--- src/rtl/mem_port_arbiter_if.sv ---
// rtl/mem_port_arbiter_if.sv - unified memory port bus between the arbiter (master) and memory (slave)
interface mem_port_arbiter_if #(
  parameter int ADDR_W = 32
);
  logic              req;
  logic              we;
  logic [3:0]        be;
  logic [ADDR_W-1:0] addr;
  logic [31:0]       wdata;
  logic [31:0]       rdata;
  logic              ready;

  modport master (
    output req, we, be, addr, wdata,
    input  rdata, ready
  );

  modport slave (
    input  req, we, be, addr, wdata,
    output rdata, ready
  );
endinterface

--- src/rtl/mem_port_arbiter.sv ---
// rtl/mem_port_arbiter.sv - IF/DM arbiter for the unified memory port; optional ARB_TIMEOUT_EN adds a bounded wait
module mem_port_arbiter #(
  parameter int ADDR_W   = 32,
  parameter int MAX_WAIT = 15
) (
  input  logic                clk,
  input  logic                rst_n,
  input  logic                if_req,
  input  logic [ADDR_W-1:0]   if_addr,
  output logic [31:0]         if_rdata,
  output logic                if_ack,
  input  logic                dm_req,
  input  logic                dm_we,
  input  logic [1:0]          dm_size,
  input  logic                dm_sign,
  input  logic [ADDR_W-1:0]   dm_addr,
  input  logic [31:0]         dm_wdata,
  output logic [31:0]         dm_rdata,
  output logic                dm_ack,
  output logic                dm_err,
  mem_port_arbiter_if.master  mem,
  output logic                stall_if,
  output logic                stall_dm
);

  typedef enum logic [1:0] {
    S_IDLE    = 2'd0,
    S_IF_BUSY = 2'd1,
    S_DM_BUSY = 2'd2
  } state_t;

  localparam logic [ADDR_W-1:0] WORD_MASK = ~ADDR_W'(3);
  localparam logic [31:0]       NOP_INSN  = 32'h0000_0013;

  state_t            state_q, state_d;

  logic              mem_req_q, mem_req_d;
  logic              mem_we_q, mem_we_d;
  logic [3:0]        mem_be_q, mem_be_d;
  logic [ADDR_W-1:0] mem_addr_q, mem_addr_d;
  logic [31:0]       mem_wdata_q, mem_wdata_d;
  logic              if_ack_q, if_ack_d;
  logic              dm_ack_q, dm_ack_d;
  logic              dm_err_q, dm_err_d;
  logic [31:0]       if_rdata_q, if_rdata_d;
  logic [31:0]       dm_rdata_q, dm_rdata_d;

  // Load shaping is remembered from grant so the extract does not depend on the requester holding its fields.
  logic [1:0]        ld_off_q, ld_off_d;
  logic [1:0]        ld_size_q, ld_size_d;
  logic              ld_sign_q, ld_sign_d;

  logic              if_valid, dm_valid;
  logic [1:0]        dm_off;
  logic              dm_misalign;
  logic [3:0]        dm_be;
  logic [31:0]       dm_lanes;
  logic [31:0]       ld_lane;
  logic [31:0]       ld_ext;
  logic              timed_out;

  // A requester acknowledged this cycle is still holding its request; ignore it so it is not re-issued.
  assign if_valid = if_req && !if_ack_q;
  assign dm_valid = dm_req && !dm_ack_q;
  assign dm_off   = dm_addr[1:0];

  assign stall_if = if_req && !if_ack_q;
  assign stall_dm = dm_req && !dm_ack_q;

  // Alignment check, byte enables and store-lane replication for the data requester.
  always_comb begin
    dm_misalign = 1'b0;
    dm_be       = 4'b1111;
    dm_lanes    = dm_wdata;
    case (dm_size)
      2'd0: begin
        dm_be    = 4'b0001 << dm_off;
        dm_lanes = {4{dm_wdata[7:0]}};
      end
      2'd1: begin
        dm_misalign = dm_off[0];
        dm_be       = 4'b0011 << dm_off;
        dm_lanes    = {2{dm_wdata[15:0]}};
      end
      2'd2: begin
        dm_misalign = (dm_off != 2'd0);
      end
      default: begin
        dm_misalign = 1'b1;
      end
    endcase
  end

  // Select the addressed lane of the raw memory word and extend it to 32 bits.
  always_comb begin
    ld_lane = mem.rdata >> {ld_off_q, 3'b000};
    ld_ext  = mem.rdata;
    case (ld_size_q)
      2'd0:    ld_ext = ld_sign_q ? {24'd0, ld_lane[7:0]}
                                  : {{24{ld_lane[7]}}, ld_lane[7:0]};
      2'd1:    ld_ext = ld_sign_q ? {16'd0, ld_lane[15:0]}
                                  : {{16{ld_lane[15]}}, ld_lane[15:0]};
      default: ld_ext = mem.rdata;
    endcase
  end

`ifdef ARB_TIMEOUT_EN
  localparam int CNT_W = (MAX_WAIT < 16) ? 4 : $clog2(MAX_WAIT + 1);

  logic [CNT_W-1:0] wait_cnt_q;

  // Count busy cycles without ready; idle clears it so every grant starts from zero.
  always_ff @(posedge clk or negedge rst_n) begin
    if (!rst_n) begin
      wait_cnt_q <= '0;
    end else if (state_q == S_IDLE) begin
      wait_cnt_q <= '0;
    end else if (!mem.ready) begin
      wait_cnt_q <= wait_cnt_q + 1'b1;
    end
  end

  assign timed_out = (state_q != S_IDLE) && !mem.ready &&
                     (wait_cnt_q == CNT_W'(MAX_WAIT - 1));
`else
  assign timed_out = 1'b0;
`endif

  // State and registered outputs.
  always_ff @(posedge clk or negedge rst_n) begin
    if (!rst_n) begin
      state_q     <= S_IDLE;
      mem_req_q   <= 1'b0;
      mem_we_q    <= 1'b0;
      mem_be_q    <= 4'b0000;
      mem_addr_q  <= '0;
      mem_wdata_q <= 32'd0;
      if_ack_q    <= 1'b0;
      dm_ack_q    <= 1'b0;
      dm_err_q    <= 1'b0;
      if_rdata_q  <= 32'd0;
      dm_rdata_q  <= 32'd0;
      ld_off_q    <= 2'd0;
      ld_size_q   <= 2'd0;
      ld_sign_q   <= 1'b0;
    end else begin
      state_q     <= state_d;
      mem_req_q   <= mem_req_d;
      mem_we_q    <= mem_we_d;
      mem_be_q    <= mem_be_d;
      mem_addr_q  <= mem_addr_d;
      mem_wdata_q <= mem_wdata_d;
      if_ack_q    <= if_ack_d;
      dm_ack_q    <= dm_ack_d;
      dm_err_q    <= dm_err_d;
      if_rdata_q  <= if_rdata_d;
      dm_rdata_q  <= dm_rdata_d;
      ld_off_q    <= ld_off_d;
      ld_size_q   <= ld_size_d;
      ld_sign_q   <= ld_sign_d;
    end
  end

  // Next state: data wins over fetch because it belongs to the older instruction.
  always_comb begin
    state_d = state_q;
    case (state_q)
      S_IDLE: begin
        if (dm_valid) begin
          if (!dm_misalign) state_d = S_DM_BUSY;
        end else if (if_valid) begin
          state_d = S_IF_BUSY;
        end
      end
      S_IF_BUSY, S_DM_BUSY: begin
        if (mem.ready || timed_out) state_d = S_IDLE;
      end
      default: state_d = S_IDLE;
    endcase
  end

  // Next values of the registered outputs: capture the bus at grant, capture data and ack on completion.
  always_comb begin
    mem_req_d   = mem_req_q;
    mem_we_d    = mem_we_q;
    mem_be_d    = mem_be_q;
    mem_addr_d  = mem_addr_q;
    mem_wdata_d = mem_wdata_q;
    if_ack_d    = 1'b0;
    dm_ack_d    = 1'b0;
    dm_err_d    = 1'b0;
    if_rdata_d  = if_rdata_q;
    dm_rdata_d  = dm_rdata_q;
    ld_off_d    = ld_off_q;
    ld_size_d   = ld_size_q;
    ld_sign_d   = ld_sign_q;
    case (state_q)
      S_IDLE: begin
        if (dm_valid) begin
          if (dm_misalign) begin
            dm_ack_d   = 1'b1;
            dm_err_d   = 1'b1;
            dm_rdata_d = 32'd0;
          end else begin
            mem_req_d   = 1'b1;
            mem_we_d    = dm_we;
            mem_be_d    = dm_be;
            mem_addr_d  = dm_addr & WORD_MASK;
            mem_wdata_d = dm_lanes;
            ld_off_d    = dm_off;
            ld_size_d   = dm_size;
            ld_sign_d   = dm_sign;
          end
        end else if (if_valid) begin
          mem_req_d   = 1'b1;
          mem_we_d    = 1'b0;
          mem_be_d    = 4'b1111;
          mem_addr_d  = if_addr & WORD_MASK;
          mem_wdata_d = 32'd0;
        end
      end
      S_IF_BUSY: begin
        if (mem.ready) begin
          mem_req_d  = 1'b0;
          if_ack_d   = 1'b1;
          if_rdata_d = mem.rdata;
        end else if (timed_out) begin
          mem_req_d  = 1'b0;
          if_ack_d   = 1'b1;
          if_rdata_d = NOP_INSN;
        end
      end
      S_DM_BUSY: begin
        if (mem.ready) begin
          mem_req_d  = 1'b0;
          dm_ack_d   = 1'b1;
          dm_rdata_d = ld_ext;
        end else if (timed_out) begin
          mem_req_d  = 1'b0;
          dm_ack_d   = 1'b1;
          dm_err_d   = 1'b1;
          dm_rdata_d = 32'd0;
        end
      end
      default: begin
        mem_req_d = 1'b0;
      end
    endcase
  end

  assign mem.req   = mem_req_q;
  assign mem.we    = mem_we_q;
  assign mem.be    = mem_be_q;
  assign mem.addr  = mem_addr_q;
  assign mem.wdata = mem_wdata_q;
  assign if_ack    = if_ack_q;
  assign dm_ack    = dm_ack_q;
  assign dm_err    = dm_err_q;
  assign if_rdata  = if_rdata_q;
  assign dm_rdata  = dm_rdata_q;

endmodule
--- src/flat_wrapper.sv ---
// flat-port wrapper written by rule: the top's interface ports become plain ports
module mem_port_arbiter_flat 
#(
  parameter int ADDR_W   = 32,
  parameter int MAX_WAIT = 15
)
  (clk, rst_n, if_req, if_addr, if_rdata, if_ack, dm_req, dm_we, dm_size, dm_sign, dm_addr, dm_wdata, dm_rdata, dm_ack, dm_err, stall_if, stall_dm, mem_req, mem_we, mem_be, mem_addr, mem_wdata, mem_rdata, mem_ready);
  mem_port_arbiter_if #(.ADDR_W(ADDR_W)) mem_i ();
  input  logic clk;
  input  logic rst_n;
  input  logic if_req;
  input  logic [ADDR_W-1:0] if_addr;
  output logic [31:0] if_rdata;
  output logic if_ack;
  input  logic dm_req;
  input  logic dm_we;
  input  logic [1:0] dm_size;
  input  logic dm_sign;
  input  logic [ADDR_W-1:0] dm_addr;
  input  logic [31:0] dm_wdata;
  output logic [31:0] dm_rdata;
  output logic dm_ack;
  output logic dm_err;
  output logic stall_if;
  output logic stall_dm;
  output wire logic [$bits(mem_i.req)-1:0] mem_req;
  output wire logic [$bits(mem_i.we)-1:0] mem_we;
  output wire logic [$bits(mem_i.be)-1:0] mem_be;
  output wire logic [$bits(mem_i.addr)-1:0] mem_addr;
  output wire logic [$bits(mem_i.wdata)-1:0] mem_wdata;
  input wire logic [$bits(mem_i.rdata)-1:0] mem_rdata;
  input wire logic [$bits(mem_i.ready)-1:0] mem_ready;
  assign mem_req = mem_i.req;
  assign mem_we = mem_i.we;
  assign mem_be = mem_i.be;
  assign mem_addr = mem_i.addr;
  assign mem_wdata = mem_i.wdata;
  assign mem_i.rdata = mem_rdata;
  assign mem_i.ready = mem_ready;
  mem_port_arbiter #(.ADDR_W(ADDR_W), .MAX_WAIT(MAX_WAIT)) u_core (.clk(clk), .rst_n(rst_n), .if_req(if_req), .if_addr(if_addr), .if_rdata(if_rdata), .if_ack(if_ack), .dm_req(dm_req), .dm_we(dm_we), .dm_size(dm_size), .dm_sign(dm_sign), .dm_addr(dm_addr), .dm_wdata(dm_wdata), .dm_rdata(dm_rdata), .dm_ack(dm_ack), .dm_err(dm_err), .mem(mem_i), .stall_if(stall_if), .stall_dm(stall_dm));
endmodule
--- config.mk ---
export PLATFORM = sky130hd
export DESIGN_NAME = mem_port_arbiter_flat
export DESIGN_NICKNAME = d
export VERILOG_FILES = /design/src/rtl/mem_port_arbiter_if.sv /design/src/rtl/mem_port_arbiter.sv /design/src/flat_wrapper.sv
export SDC_FILE = /design/constraint.sdc
export NUM_CORES = 1
export LEC_CHECK = 0
export ABC_AREA = 1
export BUFFER_PORTS_ARGS = -buffer_cell sky130_fd_sc_hd__clkbuf_2
export CORE_UTILIZATION = 50
export DETAILED_ROUTE_END_ITERATION = 16
export PLACE_DENSITY = 0.87
export RECOVER_POWER = 25
export SLEW_MARGIN = 5
export SYNTH_ARGS = -nofsm -noshare
export SYNTH_HDL_FRONTEND = slang
export SYNTH_SLANG_ARGS = --single-unit
--- constraint.sdc ---
create_clock -name clk -period 4.2 [get_ports clk]
set_input_delay 0.42 -clock clk [delete_from_list [all_inputs] [get_ports clk]]
set_output_delay 0.42 -clock clk [all_outputs]
set_load 0.1 [all_outputs]
==> metrics.csv, run 1 <==
metric;value;unit
status;finished, violations left;
violations;capacitance limit, slew limit;
fin_ws;1.28;ns
die_w;120;um
cts.sinks;142;
numCtsBuffers;17;
tns;0;ns
io_buffers;271;
vias;7213;
ant_nets;0;
cts_tree;yes;
worstPathMaxFanout;89;
antenna_found_initial;1;
final_net_count;1284;
synth_top_family_by_area;simple AND/OR/NAND/NOR gates;
final_util;0.670;
endpoint_kind;asynchronous set/reset pin;
ys_ff_latch;142;
area.growth.synth_to_final;28.9;%
syn_area_per_cell;7.78;um^2
setup_viol;0;
hpwl;15700;um
grt_pass1_wl;34100;um
period_needed;2.92;ns
cts_max_level;4;
hold_buffers;0;
tightest_slew;2.20;ns
post-cts-setup-buffer-count;0;
r2r_cells;10;
fmax;343;MHz
synthAdderAreaFrac;0.00537;
path_buf_inv;2;
required;4.47;ns
cts_root_buffer;clkbuf_16;
clk_path_buf_depth;2;
rsz0062_at_grt;false;
grt_max_degree;90;
synth-compound-area-share;0.0934;
first_iter_violations;712;
worst_clock_skew;0.00686;ns
cap_violations;2;
startpoint;rst_n;
synthMuxAreaShare;0;
crit_path_cell_trace;clkbuf_2 > clkbuf_1;
firstDrtPassIters;6;
whs_path_depth;3;
setup.worst_path.class;primary input to asynchronous set/reset pin;
dp_slack;1.34;ns
clock_latency;0.42;ns
startpoint_type;primary input;
grt_pass1_vias;6613;
worst_path_dominant_cell_family;buffers and inverters;
yosysWarnings;0;
drive_gt1_frac;0.319;
synth.distinct_cells;24;
max-slew-margin-rel;-0.466;
hold_class;primary input to register;
ys_top_cells_by_area;dfrtp_1 51%, nand2_1 17%, nand3_1 8.0%;
die_y;120;um
drv_slew;90;
wl_per_cell;16.4;um
timing.rr.start;u_core.state_q[0];
critPathCapture;u_core.mem.req;
grt.overflow.total;0;
worst-path-stages;2;
netlist_instances;899;
synth_xor_xnor_area_share;0;
clk_pin_slew;0.06;ns
hold_slack;0.241;ns
finalCritPeriodShare;0.695;
gp_congestion;0.931;
coreArea;13500;um^2
crit_arrival;3.18;ns
initial_core_util;0.520;
synthesis.area;7000;um^2
fill_cells;1181;
synth_top_area_share;0.508;
critPathSlowestCell;clkbuf_2;
post_cts_resized;0;
r2r_end;u_core.mem.addr[25];
grt_usage;0.311;
drc;0;
io_pins;276;
routed_wl;21900;um
vias_per_cell;5.41;
ys_seq_area_frac;0.508;
die_area;14500;um^2
slowest_delay;1.54;ns
yosys.area.top_type;dfrtp_1;
final_hold_viol_count;0;
row_count;42;
synthSimpleGateAreaFrac;0.337;
rrSetupSlack;1.37;ns
## worst min path at each step
stage / from / end / slack, ns
2_1_floorplan: rst_n / u_core.dm_ack / 0.12
3_3_place_gp: u_core.if_rdata[24] / u_core.if_rdata[24] / 0.46
3_5_place_dp: u_core.dm_rdata[21] / u_core.dm_rdata[21] / 0.46
4_1_cts: rst_n / u_core.dm_rdata[24] / 0.1
5_1_grt: dm_sign / u_core.ld_sign_q / 0.24
6_report: dm_sign / u_core.ld_sign_q / 0.24
## routing by layer
layer / up-vias / share of wire / track usage
li1: 3395 / - / -
met1: 3303 / 0.38 / 0.364
met2: 430 / 0.49 / 0.518
met3: 85 / 0.084 / 0.0764
met4: 0 / 0.053 / 0.183
met5: - / 0 / 0
## flip-flops by register name, indices dropped and copies added (netlist names)
register          cells
u_core.dm_ack         1
u_core.dm_err         1
u_core.dm_rdata      32
u_core.if_ack         1
u_core.if_rdata      32
u_core.ld_off_q       2
u_core.ld_sign_q      1
u_core.ld_size_q      2
u_core.mem.addr      30
u_core.mem.be         4
u_core.mem.req        1
u_core.mem.wdata     32
u_core.mem.we         1
u_core.state_q        2
## cell usage in the layout, fill, tap and decap left out, types with 4 or more instances in the layout
cell	n
dfrtp_1	142
clkbuf_16	17
or2_2	46
nand2_1	316
o211ai_1	33
nand3_1	112
nor2_1	65
inv_2	4
clkbuf_2	271
buf_4	7
o21ai_0	61
a21oi_1	19
inv_1	29
## synthesized netlist by cell type
cell and number:
or2_2 46, nor2_1 65, nand2_1 319, inv_2 4, o21ai_0 61, nand2_4 2, conb_1 1, nand4_1 1
ha_1 3, nor2_4 2, inv_1 29, clkbuf_1 31, a21oi_1 19, buf_4 5, o21ai_1 1, nor3_1 2
buf_1 4, buf_2 12, dfrtp_1 142, o211ai_1 33, buf_6 3, nand3_1 112, clkinv_1 1, nor2_2 1
## metrics by stage
| stage | std cells | cell area, um^2 |
|---|---|---|
| 2_1_floorplan | 900 | 7000 |
| 3_3_place_gp | 1301 | 8410 |
| 5_1_grt | 1334 | 9010 |
| 3_5_place_dp | 1301 | 8410 |
| 4_1_cts | 1333 | 9020 |
| 6_report | 1334 | 9010 |
## final cells by class
class	count	area, um^2	share of cell area
well taps	176	220	0.0244
flip-flops and latches	142	3550	0.394
diodes	1	2.50	0.000278
clock inverters	13	163	0.0180
repair buffers	280	1430	0.159
multi-input cells	669	3060	0.340
clock buffers	19	453	0.0502
inverters	34	128	0.0142
## logic make-up after synthesis
| family | count (synthesis) |
|---|---|
| AO/OA/AOI/OAI | 114 |
| flip-flops | 142 |
| AND/OR/NAND/NOR | 550 |
| other | 1 |
| adder cells (fa/ha/maj) | 3 |
| buffers and inverters | 89 |
Power of run 1 is not shown: default switching activity piles up to over one toggle a cycle in this logic, so the estimate is an artifact.
==> run 2: changes to the inputs <==
--- a/config.mk
+++ b/config.mk
@@ -7,9 +7,9 @@
 export LEC_CHECK = 0
 export ABC_AREA = 1
 export BUFFER_PORTS_ARGS = -buffer_cell sky130_fd_sc_hd__clkbuf_2
-export CORE_UTILIZATION = 50
+export CORE_UTILIZATION = 44
 export DETAILED_ROUTE_END_ITERATION = 16
-export PLACE_DENSITY = 0.87
+export PLACE_DENSITY = 0.81
 export RECOVER_POWER = 25
 export SLEW_MARGIN = 5
 export SYNTH_ARGS = -nofsm -noshare
==> constraint.sdc (replaced) <==
create_clock -name clk -period 2.6 [get_ports clk]
set_input_delay 0.26 -clock clk [delete_from_list [all_inputs] [get_ports clk]]
set_output_delay 0.26 -clock clk [all_outputs]
set_load 0.1 [all_outputs]
==> run 2 against run 1 <==
Effect of this change: the run still ends with capacitance limit, slew limit left; register-to-register slack worse by 0.89 ns; first-iteration DRC count down 18%; cell count up 3.0%; global-route usage down 3.4 points; sequential share of layout area down 0.50 points; clock skew up 0.0047 ns; highest routed layer unchanged; die area up 13%; critical path depth up 6; critical endpoint is now u_core.dm_rdata[6]; critical path type is now register to register; hold slack worse by 0.16 ns; wire length about the same; worst setup slack worse by 0.81 ns; final area up 1.3%.
==> metrics.csv, run 2 (synthesis results as in run 1) <==
metric;value;unit;change
status;finished, violations left;;unchanged
violations;capacitance limit, slew limit;;unchanged
crit_arrival;2.42;ns;was 3.18 ns
worst_clock_skew;0.0115;ns;was 0.00686 ns
drv_slew;58;;was 90
vias;7055;;was 7213
vias_per_cell;5.13;;was 5.41
wl_per_cell;15.9;um;was 16.4 um
finalCritPeriodShare;0.816;;
rsz0062_at_grt;false;;unchanged
gp_congestion;0.909;;was 0.931
die_w;128;um;was 120 um
ant_nets;0;;unchanged
clock_latency;0.42;ns;about the same
hpwl;16000;um;was 15700 um
num_antenna_cells;0;;was 1
coreArea;15400;um^2;was 13500 um^2
grt_pass1_wl;34400;um;was 34100 um
setup_viol;0;;unchanged
max-slew-margin-rel;-0.00127;;was -0.466
tightest_slew;1.50;ns;was 2.20 ns
hold_class;primary input to register;;unchanged
fill_cells;1413;;was 1181
firstDrtPassIters;5;;was 6
drive_gt1_frac;0.319;;about the same
die_y;128;um;was 120 um
required;2.90;ns;was 4.47 ns
grt.overflow.total;0;;unchanged
die_area;16400;um^2;was 14500 um^2
setup.worst_path.class;register to register;;was primary input to asynchronous set/reset pin
worstPathMaxFanout;18;;was 89
final_net_count;1291;;was 1284
fmax;471;MHz;
area.growth.synth_to_final;30.5;%;was 28.9%
grt_pass1_vias;6574;;was 6613
tns;0;ns;unchanged
clk_pin_slew;0.07;ns;was 0.06 ns
routed_wl;21900;um;about the same
io_pins;276;;unchanged
numCtsBuffers;17;;unchanged
final_util;0.594;;was 0.670
cts_tree;yes;;unchanged
io_buffers;271;;unchanged
final_hold_viol_count;0;;unchanged
antenna_found_initial;0;;was 1
cts_root_buffer;clkbuf_16;;unchanged
first_iter_violations;585;;was 712
post-cts-setup-buffer-count;0;;unchanged
row_count;45;;was 42
drc;0;;unchanged
grt_usage;0.277;;was 0.311
endpoint_kind;register;;was asynchronous set/reset pin
startpoint_type;register;;was primary input
grt_max_degree;69;;was 90
cts_max_level;4;;unchanged
clk_path_buf_depth;2;;unchanged
cts.sinks;142;;unchanged
initial_core_util;0.455;;was 0.520
final_common_cell;nand2_1;;unchanged
period_needed;2.12;ns;
final_cell_mix;316 x nand2_1, 272 x clkbuf_2, 142 x dfrtp_1, 112 x nand3_1, 64 x nor2_1;;was 316 x nand2_1, 271 x clkbuf_2, 142 x dfrtp_1, 112 x nand3_1, 65 x nor2_1
cap_violations;1;;was 2
-- run 2: changes by cell type in the layout (fill, tap and decap cells not counted), sizes merged --
cell | previous run | this run
buf | 8 | 13
bufinv | 3 | 4
clkbuf | 291 | 294
clkinv | 6 | 2
clkinvlp | 3 | 4
diode | 1 | 0
dlygate4sd3 | 0 | 1
inv | 35 | 34
-- run 2: cell type report --
type,count,area [um^2],area share
flip-flops and latches,142,3550,0.389
clock inverters,10,164,0.0180
multi-input cells,669,3070,0.336
clock buffers,21,440,0.0482
repair buffers,287,1510,0.165
inverters,34,128,0.0140
well taps,211,264,0.0289
-- run 2: timing repair --
| item | 4_1_cts | 5_1_grt |
|---|---|---|
| hold buffers | 1 | 0 |
| resized for setup | 0 | 0 |
| hold endpoints to repair | 55 | 0 |
-- run 2: layer usage --
layer,part of all wire,wire (um),track usage
met5,0,0,0
met4,0.028,622,0.109
met3,0.085,1860,0.0776
met2,0.49,10700,0.474
met1,0.40,8770,0.329
-- run 2: worst paths after layout --
check	startpoint	to	slack, ns	cells past startpoint
max	u_core.state_q[0]	u_core.dm_rdata[6]	0.48	8
min	dm_wdata[1]	u_core.mem.wdata[1]	0.08	3
max reg2reg	u_core.state_q[0]	u_core.dm_rdata[6]	0.48	8
min reg2reg	u_core.if_rdata[28]	u_core.if_rdata[28]	0.48	2
max in group asynchronous	rst_n	u_core.mem.addr[26]	0.54	3
min in group asynchronous	rst_n	u_core.dm_rdata[0]	0.75	2
-- run 2: critical path, stage by stage (launching register included) --
cell      delay (ns)
dfrtp_1         0.36
inv_1           0.07
ha_1            0.39
nand2_1         0.18
nor2_1          0.06
nand2_1         0.30
clkinv_1        0.39
nand3_1         0.19
nand2_1         0.06
-- run 2: metrics by stage --
stage,instances,instance area [um^2],hold slack [ns],setup WS (ns)
global placement,1342,8530,0.270,0.549
global route,1374,9130,0.0691,0.179
finish,1374,9130,0.0815,0.478
detailed placement,1342,8530,0.270,0.520
CTS,1374,9140,0.0585,0.510
floorplan,900,7010,-0.0356,0.297
Power of run 2 is left out for the same reason.
